[src/rtl/s27_response_monitor.sv]
// Response-capture stage for the s27 core: compacts G17 into a serial signature
// over a programmable window, counts ones/toggles and checks against a golden value.
module s27_response_monitor #(
    parameter int unsigned      SIG_W = 16,
    parameter logic [SIG_W-1:0] POLY  = 16'h8005,
    parameter logic [SIG_W-1:0] SEED  = 16'hFFFF,
    parameter int unsigned      CNT_W = 10,
    parameter int unsigned      SKIP  = 2
) (
    input  logic             CK,
    input  logic             reset,
    input  logic             G17,
    input  logic             start,
    input  logic [CNT_W-1:0] win_len,
    input  logic [SIG_W-1:0] expected_sig,
    output logic             busy,
    output logic             done,
    output logic             pass,
    output logic             fail,
    output logic [SIG_W-1:0] signature,
    output logic [CNT_W-1:0] ones_count,
    output logic [CNT_W-1:0] toggle_count
);

    localparam int unsigned SKIP_W = (SKIP > 32'd1) ? $clog2(SKIP + 32'd1) : 32'd1;

    typedef enum logic [1:0] {
        ST_IDLE    = 2'd0,
        ST_SKIP    = 2'd1,
        ST_CAPTURE = 2'd2,
        ST_DONE    = 2'd3
    } state_t;

    state_t             state_r;
    state_t             state_nxt_s;
    state_t             entry_s;
    logic               accept_s;
    logic               match_s;
    logic [1:0]         rst_sync_r;
    logic [SKIP_W-1:0]  skip_cnt_r;
    logic [CNT_W-1:0]   remain_r;
    logic [SIG_W-1:0]   exp_sig_r;
    logic [SIG_W-1:0]   signature_r;
    logic [CNT_W-1:0]   ones_r;
    logic [CNT_W-1:0]   toggles_r;
    logic               prev_r;
    logic               first_r;
    logic               busy_r;
    logic               done_r;
    logic               pass_r;
    logic               fail_r;

    // One serial-signature step: shift left, fold in POLY when feedback is set.
    function automatic logic [SIG_W-1:0] misr_step(input logic [SIG_W-1:0] sig, input logic din);
        logic fb;
        fb = sig[SIG_W-1] ^ din;
        return {sig[SIG_W-2:0], 1'b0} ^ (fb ? POLY : {SIG_W{1'b0}});
    endfunction

    function automatic logic [CNT_W-1:0] sat_inc(input logic [CNT_W-1:0] val, input logic inc);
        logic [CNT_W-1:0] res;
        if (inc && (val != {CNT_W{1'b1}})) begin
            res = val + CNT_W'(1);
        end else begin
            res = val;
        end
        return res;
    endfunction

    assign match_s = (signature_r == exp_sig_r);

    // Reset release synchroniser; the FSM may only leave IDLE/DONE once it reads high.
    always_ff @(posedge CK or negedge reset) begin
        if (!reset) begin
            rst_sync_r <= 2'b00;
        end else begin
            rst_sync_r <= {rst_sync_r[0], 1'b1};
        end
    end

    // State register.
    always_ff @(posedge CK or negedge reset) begin
        if (!reset) begin
            state_r <= ST_IDLE;
        end else begin
            state_r <= state_nxt_s;
        end
    end

    // Next-state logic and start acceptance.
    always_comb begin
        state_nxt_s = state_r;
        accept_s    = 1'b0;
        entry_s     = ST_DONE;
        if (SKIP != 32'd0) begin
            entry_s = ST_SKIP;
        end else if (win_len != {CNT_W{1'b0}}) begin
            entry_s = ST_CAPTURE;
        end else begin
            entry_s = ST_DONE;
        end
        case (state_r)
            ST_IDLE, ST_DONE: begin
                if (start && rst_sync_r[1]) begin
                    accept_s    = 1'b1;
                    state_nxt_s = entry_s;
                end else begin
                    state_nxt_s = state_r;
                end
            end
            ST_SKIP: begin
                if (skip_cnt_r == SKIP_W'(1)) begin
                    state_nxt_s = (remain_r == {CNT_W{1'b0}}) ? ST_DONE : ST_CAPTURE;
                end else begin
                    state_nxt_s = ST_SKIP;
                end
            end
            ST_CAPTURE: begin
                if (remain_r == CNT_W'(1)) begin
                    state_nxt_s = ST_DONE;
                end else begin
                    state_nxt_s = ST_CAPTURE;
                end
            end
            default: begin
                state_nxt_s = ST_IDLE;
            end
        endcase
    end

    // Capture datapath: signature, counters, and the verdict one cycle after the last sample.
    always_ff @(posedge CK or negedge reset) begin
        if (!reset) begin
            skip_cnt_r  <= {SKIP_W{1'b0}};
            remain_r    <= {CNT_W{1'b0}};
            exp_sig_r   <= {SIG_W{1'b0}};
            signature_r <= SEED;
            ones_r      <= {CNT_W{1'b0}};
            toggles_r   <= {CNT_W{1'b0}};
            prev_r      <= 1'b0;
            first_r     <= 1'b1;
            done_r      <= 1'b0;
            pass_r      <= 1'b0;
            fail_r      <= 1'b0;
        end else if (accept_s) begin
            skip_cnt_r  <= SKIP_W'(SKIP);
            remain_r    <= win_len;
            exp_sig_r   <= expected_sig;
            signature_r <= SEED;
            ones_r      <= {CNT_W{1'b0}};
            toggles_r   <= {CNT_W{1'b0}};
            prev_r      <= 1'b0;
            first_r     <= 1'b1;
            done_r      <= 1'b0;
            pass_r      <= 1'b0;
            fail_r      <= 1'b0;
        end else begin
            case (state_r)
                ST_SKIP: begin
                    skip_cnt_r <= skip_cnt_r - SKIP_W'(1);
                end
                ST_CAPTURE: begin
                    signature_r <= misr_step(signature_r, G17);
                    ones_r      <= sat_inc(ones_r, G17);
                    toggles_r   <= sat_inc(toggles_r, !first_r && (G17 != prev_r));
                    prev_r      <= G17;
                    first_r     <= 1'b0;
                    remain_r    <= remain_r - CNT_W'(1);
                end
                ST_DONE: begin
                    if (!done_r) begin
                        done_r <= 1'b1;
                        pass_r <= match_s;
                        fail_r <= !match_s;
                    end
                end
                default: begin
                    done_r <= 1'b0;
                end
            endcase
        end
    end

    // Busy flag registered from the next state so it rises right after the accepting edge.
    always_ff @(posedge CK or negedge reset) begin
        if (!reset) begin
            busy_r <= 1'b0;
        end else begin
            busy_r <= (state_nxt_s == ST_SKIP) || (state_nxt_s == ST_CAPTURE);
        end
    end

    assign busy         = busy_r;
    assign done         = done_r;
    assign pass         = pass_r;
    assign fail         = fail_r;
    assign signature    = signature_r;
    assign ones_count   = ones_r;
    assign toggle_count = toggles_r;

endmodule

[config.mk]
export PLATFORM = sky130hd
export DESIGN_NAME = s27_response_monitor
export DESIGN_NICKNAME = d
export VERILOG_FILES = /design/src/rtl/s27_response_monitor.sv
export SDC_FILE = /design/constraint.sdc
export NUM_CORES = 1
export LEC_CHECK = 0
export BUFFER_PORTS_ARGS = -buffer_cell sky130_fd_sc_hd__buf_2
export CAP_MARGIN = 20
export CORE_UTILIZATION = 25
export CTS_CLUSTER_SIZE = 28
export DETAILED_ROUTE_END_ITERATION = 8
export PLACE_DENSITY = 0.5
export SETUP_SLACK_MARGIN = 0.1
export SYNTH_ARGS = -nofsm -noshare
export SYNTH_HDL_FRONTEND = slang
export SYNTH_SLANG_ARGS = --single-unit
export TNS_END_PERCENT = 30
[constraint.sdc]
create_clock -name CK -period 2.36 [get_ports CK]
set_clock_uncertainty 0.2 [all_clocks]
set_input_delay 0.472 -clock CK [delete_from_list [all_inputs] [get_ports CK]]
set_output_delay 0.472 -clock CK [all_outputs]
set_load 0.005 [all_outputs]
==> key figures <==
Run status
  – Outcome: completed

Pwr
  – Sw Pwr: 1.88 mW
  – LEAKAGE: 2.07 nW
  – Combinational Power Share: 32.4%
  – Peak supply drop: 0.000358 V
  – Tot Pwr: 5.40 mW
  – Clock share of power: 28.8%
  – Sequential power share: 38.8%
  – Switch share: 34.8%
  – Power Internal: 3.52 mW
  – Pwr dens: 1140 nW/µm²

Setup path
  – Critical path's most frequent cell: a211oi_1
  – Crit path arrival time: 2.14 ns
  – Delay of the slowest cell on the worst path: 0.40 ns
  – Startpoint types: flop
  – Critical path buffers and inverters: 3
  – Critical Path Sink Type: flop
  – Critical Path Slowest Stage Cell: dfrtp_1
  – Crit path kind: reg2reg
  – Req. time, crit path: 2.41 ns
  – Delay-heaviest family, CP: buffers and inverters
  – Critical path cell sequence: inv_1 > ha_1 > buf_4 > buf_6 > a211oi_1 > a211oi_1 > xor2_1
  – Crit-path max FO: 19

Global route
  – Gr usage total: 12.7%
  – First-pass GRT wire length: 15.6 mm
  – Vias in the first global route: 3065
  – Initial antenna violation count: 1
  – Largest net degree at the start of global routing: 37
  – Grt total ovfl: 0

Floorplan
  – Starting Density: 25.7%
  – Die height: 124 µm
  – # rows: 44
  – Die Area: 15500 µm²
  – Die Span X: 124 µm
  – Core Area: 14600 µm²
  – Io pins: 70

Logic synthesis
  – Asr flop ratio synth: 100%
  – Synthesized area per cell: 9.97 µm²
  – Instance count of the mapped netlist: 376
  – Seq/Total Area, Yosys: 50.0%
  – Post-synth top flop: dfrtp_1
  – Syn Std Cell Area: 3750 µm²
  – Syn Nets: 415
  – Register bit total from synthesis: 74
  – Ys Warns: 0
  – Yosys cell types: 57
  – Post-synth EDFFs: 0

Clocking
  – CTS max path bufs: 2
  – CTS clk-pin slew, worst paths: 0.06 ns
  – Worst skew pair latency: 0.34 ns
  – # H-tree levels: 3
  – TritonCTS buffer count: 9
  – Root buffer cell: clkbuf_16
  – Post-CTS Setup Inserts: 0
  – CTS tree: built
  – # clock sinks: 74

Final layout
  – Core Util, Final: 32.4%
  – Area Overhead vs Synth: 26.0%
  – Fraction of layout cells with a size suffix above 1: 27.5%
  – Final net count: 492
  – Ant diodes: 0
  – FILL cells: 1514

STA
  – Period utilisation layout: 88.5%
  – Max Slew Vio Count: 0
  – Final Hold Fails: 0
  – Max-slew headroom: 65.7%
  – Tmin final: 2.09 ns
  – Final setup viols: 0
  – Setup Total Neg Slack: 0 ns
  – RSZ-0062 raised after global routing: false
  – Worst Max-Slew Pin Slew: 0.513 ns
  – Fmax: 0.479 GHz

Min path
  – HP Class: in2reg

Route
  – DRC Markers: 0
  – Initial DRC count: 50
  – DR pass1 iterations: 4
  – DR WL/cell: 14.5 µm
  – Final WL: 9.31 mm
  – Vias: 2946
  – Post-DRT Antenna Nets: 0
  – Routed vias/inst: 4.59

Place
  – IO buf count: 69
  – Final HPWL DP: 6.73 mm
  – Gpl congestion: 0.739

Run
  – Max Cap Viol: 0
-- registers in the layout (all words and copies together) (netlist names) --
register      cells
remain_r         10
signature        16
rst_sync_r        2
state_r           2
done              1
first_r           1
busy              1
fail              1
skip_cnt_r        2
toggle_count     10
prev_r            1
exp_sig_r        16
pass              1
ones_count       10
-- cells in the mapped netlist (all sizes together) (4+ instances only) --
library cell	n	area (µm²)
buf	8	42.5
nor2	12	45.0
a21oi	8	43.8
inv	11	41.3
dfrtp	57	1430
nor3	6	35.0
ha	9	113
clkbuf	6	22.5
nor4	10	77.6
nand2b	4	25.0
mux2i	17	170
dfstp	17	447
and3	4	26.3
o21ai	22	110
xnor2	10	87.6
xor2	27	244
a31oi	4	25.0
nand3	12	65.1
nand2	87	329
or3	4	25.0
nand4	7	43.8
-- what timing repair did --
item	in CTS	in global routing
endpoints found under the hold margin	6	0
gates resized for setup	0	1
endpoints found under the setup margin	0	1
hold buffers	1	0
-- routing by layer --
| metal | part of all wire (%) | track usage, % |
|---|---|---|
| met1 | 49 | 16.7 |
| met2 | 45 | 19.3 |
| met3 | 4.1 | 3.26 |
| met4 | 1.5 | 5.88 |
| met5 | 0.11 | 0 |
-- metrics by stage --
step	hold WS, ns	setup slack, ns	std cells	cell area, µm²
floorplan	-0.0236	0.527	376	3750
global placement	0.135	0.336	625	4370
detailed placement	0.143	0.213	625	4370
CTS	0.109	0.206	642	4720
global route	0.125	0.112	642	4720
finish	0.121	0.272	642	4720
-- worst reg2reg max path: stages, from the launching register on --
cell	delay [ns]
dfrtp_1	0.40
inv_1	0.09
ha_1	0.27
buf_4	0.20
buf_6	0.24
a211oi_1	0.08
a211oi_1	0.32
xor2_1	0.21
-- power by group through the flow --
stage	clock network [mW]	logic (mW)	registers (mW)
after floorplan	0	1.21	2.04
after global placement	0	1.70	2.10
after detailed placement	0	1.76	2.11
after CTS	1.60	1.77	2.10
after global routing	1.64	1.99	2.16
final	1.56	1.75	2.09
-- logic make-up (layout without fill, tap and decap cells) --
family,count (synthesis),after routing,synth area share [%]
AND/OR/NAND/NOR,159,159,21.1
buffers and inverters,25,107,2.84
adder cells (fa/ha/maj),9,9,3.00
other,1,1,0.100
XOR/XNOR,37,37,8.85
flip-flops,74,74,50.0
AO/OA/AOI/OAI,53,53,9.35
multiplexers,18,18,4.84
-- path summary, 6_finish.rpt --
kind / cells past startpoint / end / slack, ns / start
setup / recovery: 7 / busy / 0.27 / state_r[0]
hold / removal: 3 / exp_sig_r[1] / 0.12 / expected_sig[1]
min in group asynchronous: 2 / remain_r[4] / 0.34 / reset
max in group asynchronous: 3 / first_r / 1.05 / reset
hold reg to reg: 0 / rst_sync_r[1] / 0.15 / rst_sync_r[0]
setup reg to reg: 7 / busy / 0.27 / state_r[0]
-- placed cells by master, fill, tap and decap left out, types with 11 or more instances in the layout --
cell type / instances
xor2_1: 26
nand3_1: 11
o21ai_0: 18
nor2_1: 12
dfstp_2: 17
dfrtp_1: 57
inv_1: 11
mux2i_1: 17
nand2_1: 86
buf_2: 69
-- final cells by class --
class	instances	area [µm²]	share of cell area (%)
clock buffers	11	233	4.93
clock inverters	5	104	2.20
inverters	11	41.3	0.874
multi-input cells	277	1770	37.5
flip-flops and latches	74	1870	39.7
well taps	184	230	4.87
repair buffers	80	472	9.99
Note: power is estimated with default switching activity, not from simulation.
